===== src/rtl/csidh_io_pkg.sv =====
// Shared types and sizing helpers for the CSIDH streaming host interface.
package csidh_io_pkg;

  typedef enum logic [2:0] {
    ST_LOAD_A,
    ST_LOAD_K,
    ST_START,
    ST_RUN,
    ST_DRAIN
  } state_t;

  function automatic int unsigned ceil_div(input int unsigned a, input int unsigned b);
    return (a + b - 1) / b;
  endfunction

  function automatic int unsigned clog2(input int unsigned x);
    int unsigned r;
    r = 0;
    while ((64'd1 << r) < 64'(x)) r = r + 1;
    return r;
  endfunction

  function automatic int unsigned umax(input int unsigned a, input int unsigned b);
    return (a > b) ? a : b;
  endfunction

  // Counter width that never collapses to zero bits.
  function automatic int unsigned cnt_w(input int unsigned x);
    return (clog2(x) == 0) ? 1 : clog2(x);
  endfunction

endpackage


===== src/rtl/csidh_word_ser.sv =====
// Output serialiser: captures an N-bit result and emits it as WA little-endian
// BUS_W-bit words on a valid/ready stream, zero-padding past bit N.
module csidh_word_ser import csidh_io_pkg::*; #(
  parameter int unsigned N     = 512,
  parameter int unsigned BUS_W = 64,
  parameter int unsigned WA    = 8
) (
  input  logic             clk,
  input  logic             rst,
  input  logic             capture,
  input  logic [N-1:0]     cap_data,
  input  logic             out_ready,
  output logic [BUS_W-1:0] out_data,
  output logic             out_valid,
  output logic             out_last,
  output logic             done
);

  localparam int unsigned SW     = WA * BUS_W;
  localparam int unsigned KW     = cnt_w(WA);
  localparam int unsigned PENULT = (WA > 1) ? WA - 2 : 0;

  logic [SW-1:0] cap_q;
  logic [KW-1:0] k_q;

  assign out_data = cap_q[BUS_W-1:0];

  // Shift register drains one word per handshake; zeros fill in from the top.
  always_ff @(posedge clk) begin
    if (rst) begin
      cap_q     <= '0;
      k_q       <= '0;
      out_valid <= 1'b0;
      out_last  <= 1'b0;
      done      <= 1'b0;
    end else begin
      done <= 1'b0;
      if (capture) begin
        cap_q     <= SW'(cap_data);
        k_q       <= '0;
        out_valid <= 1'b1;
        out_last  <= (WA == 1);
      end else if (out_valid && out_ready) begin
        cap_q    <= cap_q >> BUS_W;
        k_q      <= k_q + KW'(1);
        out_last <= (k_q == KW'(PENULT));
        if (out_last) begin
          k_q       <= '0;
          out_valid <= 1'b0;
          out_last  <= 1'b0;
          done      <= 1'b1;
        end
      end
    end
  end

endmodule


===== src/rtl/csidh_stream_io.sv =====
// Streaming host interface for the CSIDH core: loads A and the key from the
// input stream, sequences the core, and streams the result (or zeros on error).
module csidh_stream_io import csidh_io_pkg::*; #(
  parameter int unsigned N       = 512,
  parameter int unsigned BUS_W   = 64,
  parameter int unsigned KEY_W   = 296,
  parameter int unsigned TIMEOUT = 0
) (
  input  logic             clk,
  input  logic             rst,
  input  logic [BUS_W-1:0] in_data,
  input  logic             in_valid,
  output logic             in_ready,
  output logic [BUS_W-1:0] out_data,
  output logic             out_valid,
  input  logic             out_ready,
  output logic             out_last,
  output logic             done,
  output logic             busy,
  output logic             error,
  output logic             core_rst,
  output logic [N-1:0]     core_A,
  output logic [KEY_W-1:0] core_key,
  input  logic             core_done,
  input  logic [N-1:0]     core_A_out,
  input  logic             core_invalid
);

  localparam int unsigned WA     = ceil_div(N, BUS_W);
  localparam int unsigned WK     = ceil_div(KEY_W, BUS_W);
  localparam int unsigned CW     = cnt_w(umax(WA, WK));
  localparam int unsigned TW     = cnt_w(TIMEOUT);
  localparam int unsigned TO_LIM = (TIMEOUT == 0) ? 0 : TIMEOUT - 1;

  state_t        state_q, state_d;
  logic [CW-1:0] wcnt_q;
  logic [TW-1:0] run_cnt_q;
  logic          a_we, k_we, a_last, k_last;
  logic          timeout, capture, cap_err, drain_end;

  assign a_we      = in_valid && in_ready && (state_q == ST_LOAD_A);
  assign k_we      = in_valid && in_ready && (state_q == ST_LOAD_K);
  assign a_last    = (wcnt_q == CW'(WA - 1));
  assign k_last    = (wcnt_q == CW'(WK - 1));
  assign timeout   = (TIMEOUT != 0) && (run_cnt_q == TW'(TO_LIM));
  assign capture   = (state_q == ST_RUN) && (core_done || timeout);
  assign cap_err   = core_done ? core_invalid : 1'b1;
  assign drain_end = out_valid && out_ready && out_last;

  always_ff @(posedge clk) begin
    if (rst) state_q <= ST_LOAD_A;
    else     state_q <= state_d;
  end

  always_comb begin
    state_d = state_q;
    case (state_q)
      ST_LOAD_A: if (a_we && a_last) state_d = ST_LOAD_K;
      ST_LOAD_K: if (k_we && k_last) state_d = ST_START;
      ST_START:  state_d = ST_RUN;
      ST_RUN:    if (capture) state_d = ST_DRAIN;
      ST_DRAIN:  if (drain_end) state_d = ST_LOAD_A;
      default:   state_d = ST_LOAD_A;
    endcase
  end

  // Handshake/control outputs are registered from the next state.
  always_ff @(posedge clk) begin
    if (rst) begin
      in_ready  <= 1'b0;
      busy      <= 1'b0;
      core_rst  <= 1'b1;
      error     <= 1'b0;
      wcnt_q    <= '0;
      run_cnt_q <= '0;
      core_A    <= '0;
      core_key  <= '0;
    end else begin
      in_ready  <= (state_d == ST_LOAD_A) || (state_d == ST_LOAD_K);
      busy      <= (state_d == ST_START) || (state_d == ST_RUN) || (state_d == ST_DRAIN);
      core_rst  <= (state_d != ST_RUN);
      run_cnt_q <= (state_q == ST_RUN) ? run_cnt_q + TW'(1) : '0;

      if (a_we || k_we)
        wcnt_q <= ((a_we && a_last) || (k_we && k_last)) ? '0 : wcnt_q + CW'(1);

      if (a_we && (wcnt_q == '0)) error <= 1'b0;
      else if (capture && cap_err) error <= 1'b1;

      // Word i lands at bits [BUS_W*i +: BUS_W]; bits past the operand width drop.
      for (int j = 0; j < N; j++)
        if (a_we && (wcnt_q == CW'(j / BUS_W))) core_A[j] <= in_data[j % BUS_W];
      for (int j = 0; j < KEY_W; j++)
        if (k_we && (wcnt_q == CW'(j / BUS_W))) core_key[j] <= in_data[j % BUS_W];
    end
  end

  csidh_word_ser #(
    .N     (N),
    .BUS_W (BUS_W),
    .WA    (WA)
  ) u_ser (
    .clk       (clk),
    .rst       (rst),
    .capture   (capture),
    .cap_data  (cap_err ? '0 : core_A_out),
    .out_ready (out_ready),
    .out_data  (out_data),
    .out_valid (out_valid),
    .out_last  (out_last),
    .done      (done)
  );

endmodule


===== config.mk =====
export PLATFORM = sky130hd
export DESIGN_NAME = csidh_stream_io
export DESIGN_NICKNAME = d
export VERILOG_FILES = /design/src/rtl/csidh_io_pkg.sv /design/src/rtl/csidh_word_ser.sv /design/src/rtl/csidh_stream_io.sv
export SDC_FILE = /design/constraint.sdc
export NUM_CORES = 2
export LEC_CHECK = 0
export ABC_AREA = 1
export CAP_MARGIN = 20
export CORE_AREA = 2 2 563 565
export CTS_CLUSTER_DIAMETER = 150
export DETAILED_ROUTE_END_ITERATION = 6
export DIE_AREA = 0 0 565 567
export PLACE_DENSITY_LB_ADDON = 0.05
export SYNTH_ARGS = -nofsm -noshare
export SYNTH_HDL_FRONTEND = slang
export SYNTH_HIERARCHICAL = 1
export SYNTH_SLANG_ARGS = --single-unit

===== constraint.sdc =====
create_clock -name clk -period 2.15 [get_ports clk]
set_input_delay 0.43 -clock clk [delete_from_list [all_inputs] [get_ports clk]]
set_output_delay 0.43 -clock clk [all_outputs]
set_load 0.05 [all_outputs]

==> results_dict.tcl <==
set metrics [dict create \
    setup.worst_path.start_class "flop" \
    die_y_um 567 \
    synth_cells 9606 \
    reg2reg_depth 9 \
    rows 206 \
    grt_util_all_layers 0.210 \
    synth_top_cells_by_area "dfxtp_1 44%, nor2_1 16%, nand2_1 14%" \
    finish.net_count 11500 \
    gr-total-overflow 0 \
    period_minus_slack_ps 2060 \
    clock_sink_count 1336 \
    crit-reg2reg-launch "state_q[1]" \
    crit_path_top_delay_cell "clkdlybuf4s15_2" \
    worst_hold_margin_ps 189 \
    gr-max-usage-layer "met2" \
    layout-drive-gt1-share 0.148 \
    hold_end "core_A[488]" \
    cts_inserted_buffers 181 \
    report.final.hold_viol_count 0 \
    clock_skew_ps 71.6 \
    core_region_area_um2 314000 \
    detailedRoute.firstIterationViolations 4249 \
    clockBufferDepth 4 \
    post_synth_instance_area_um2 60600 \
    synth_cell_type_count 25 \
    final_min_period_over_clock_period 0.957 \
    synth_seq_cells 1336 \
    first_global_vias 61200 \
    io_pins 1461 \
    worstHoldStart "in_data[40]" \
    worst_ep_arrival_time_ps 1630 \
    cellPowerDensity_nw_per_um2 696 \
    max_slew_margin 0.533 \
    fill_cells 35000 \
    drt_wl_total_mm 350 \
    syn-mean-instance-area_um2 6.31 \
    routedWlPerCell_um 23.0 \
    critical_path.endpoint_type "output port" \
    floorplan.die_area_um2 320000 \
    use_met3 0.0479 \
    timing.final.setup_violations 0 \
    cts_tree "yes" \
    h-tree-depth 4 \
    route.antenna.remaining_nets 0 \
    rsz0062_at_grt "no" \
    critPathMaxFanout 2 \
    critical-path-top-delay-family "buffers and inverters" \
    grt_start_max_net_pins 95 \
    gr-usage-met1 0.281 \
    routed_via_density 4.17 \
    worst_ep_required_time_ps 1720 \
    worst-setup-path-type "reg -> out" \
    synthArstFlopShare 0 \
    clk_latency_worst_skew_pair_ps 850 \
    static-leakage-power_nw 40.6 \
    antenna_found_initial 35 \
    synth-warning-count 6 \
    post-cts-setup-buffer-count 0 \
    routability_congestion_estimate_from_global_placement 0.831 \
    crit_path_cell_trace "clkdlybuf4s15_2" \
    port_buffers 1460 \
    grtUsageMet2 0.329 \
    synth_largest_type_area_fraction 0.441 \
    syn_nets 10200 \
    timing.critical_path.buf_inv 1 \
    synth.largest_area_cell "dfxtp_1" \
    max_slew.worst_pin.slew_ps 700 \
    regToRegEndpoint "u_ser/cap_q[219]" \
    drt_first_pass_iters 6 \
    worst_setup_hold_path_clk_slew_ps 60 \
    initial_core_util 0.193 \
    post-dp-hpwl_mm 259 \
    max_freq_mhz 486 \
    synth_top_flop_cell "dfxtp_1" \
    final_max_slew_viol_count 0 \
    setup_total_negative_slack_ps 0 \
    timing.reg2reg.setup_slack_ps 140 \
    route.detailed.drc 0 \
    via_count 63500 \
    synth_enable_flop_cells 0 \
    worstHoldPathCells 3 \
    cts.root.buffer_cell "clkbuf_16" \
    grt_first_pass_wirelength_mm 485 \
    die_x_um 565 \
    maxCapViolations 0 \
    max_stage_delay_ps 430 \
    run_status "completed" \
    flow.area_growth_from_synthesis_pct 44.7 \
    worst_hold_path_type "in -> reg" \
    synth_sequential_area_ratio 0.441 \
    worst_ir_drop_vdd_v 0.000537 \
]
layout make-up:
type / instances / area (µm²) / area share
Antenna cell: 13 / 32.5 / 0.000371
Clock buffer: 279 / 5360 / 0.0611
Clock inverter: 42 / 478 / 0.00545
Inverter: 1058 / 4000 / 0.0456
Multi-Input combinational cell: 6417 / 26300 / 0.300
Sequential cell: 1336 / 26800 / 0.305
Tap cell: 4160 / 5200 / 0.0593
Timing Repair Buffer: 1911 / 19600 / 0.223
registers in the layout (all words and copies together) (netlist names), 3 cells and up:
signal       cells
state_q          3
core_A         512
u_ser/k_q        3
u_ser/cap_q    512
core_key       296
wcnt_q           3
cells in the final DEF (no fill, tap or decap), types with 3 or more instances in the layout:
| cell type | instances |
|---|---|
| clkbuf_16 | 186 |
| clkbuf_8 | 38 |
| ha_1 | 7 |
| buf_12 | 162 |
| o21ai_0 | 445 |
| clkdlybuf4s50_1 | 575 |
| a21oi_1 | 326 |
| clkinvlp_4 | 3 |
| buf_4 | 688 |
| o21ai_1 | 46 |
| inv_6 | 3 |
| dfxtp_1 | 1333 |
| clkdlybuf4s15_2 | 462 |
| diode_2 | 13 |
| inv_2 | 4 |
| buf_6 | 4 |
| clkinv_2 | 27 |
| buf_2 | 12 |
| nand2_1 | 2259 |
| nor3_1 | 3 |
| inv_8 | 3 |
| nor2_4 | 5 |
| nand2_4 | 11 |
| nor2_1 | 2528 |
| bufinv_16 | 7 |
| clkbuf_1 | 56 |
| inv_1 | 1046 |
| nand3_1 | 775 |
| clkdlybuf4s18_2 | 3 |
layer usage:
| metal | vias to the layer above | share of wire |
|---|---|---|
| li1 | 31500 | - |
| met1 | 29600 | 0.46 |
| met2 | 1924 | 0.44 |
| met3 | 385 | 0.068 |
| met4 | 12 | 0.034 |
| met5 | - | 0.00021 |
power breakdown:
group | switching [W] | internal (W) | leakage (nW)
Sequential | 0.000125 | 0.0250 | 10.8
Clock | 0.0126 | 0.0180 | 2.87
Combinational | 0.00349 | 0.00197 | 26.9
Total | 0.0162 | 0.0449 | 40.6
metrics by stage:
| step | worst slack, ps | total power [W] | cells | utilization | area [µm²] |
|---|---|---|---|---|---|
| 2_1_floorplan | 357 | 0.0279 | 9606 | - | 60600 |
| 3_3_place_gp | -731 | 0.0312 | 14900 | 0.259 | 81300 |
| 3_5_place_dp | -742 | 0.0312 | 14900 | 0.259 | 81300 |
| 4_1_cts | 1.41 | 0.0622 | 15200 | 0.279 | 87700 |
| 5_1_grt | 4.05 | 0.0633 | 15200 | 0.280 | 87700 |
| 6_report | 91.8 | 0.0611 | 15200 | 0.280 | 87800 |
logic make-up after synthesis:
group,Yosys count,synth area share
adder cells (fa/ha/maj),8,0.00165
buffers and inverters,1853,0.127
AND/OR/NAND/NOR,5590,0.363
AO/OA/AOI/OAI,819,0.0678
flip-flops,1336,0.441
worst max path at each step:
stage | depth (start not counted) | to | from
floorplan | 9 | u_ser/cap_q[415] | core_done
global placement | 10 | u_ser/cap_q[137] | core_done
detailed placement | 10 | u_ser/cap_q[137] | core_done
CTS | 1 | core_key[277] | core_key[277]
global route | 10 | u_ser/cap_q[226] | state_q[0]
finish | 1 | core_key[254] | core_key[254]
synth_stat cells, types with 2 or more instances:
master and number:
nand3_1 776, clkbuf_1 358, o21ai_0 445, buf_6 2, o21ai_1 46, buf_1 17
inv_2 11, nand4_1 2, clkbuf_2 40, nor2_1 2532, buf_2 298, ha_1 8
a21oi_1 326, nor2_4 2, nand2_1 2271, dfxtp_1 1336, inv_1 1046, buf_4 80
nor3_1 4
repair_timing:
item                       in CTS  in global routing
gates cloned                    0                  1
resized for setup            1440                  5
hold endpoints to repair       26                  0
setup endpoints to repair     825                 64
hold buffers                    2                  0
pin swaps                       1                  1
Note: power is estimated with default switching activity, not from simulation.
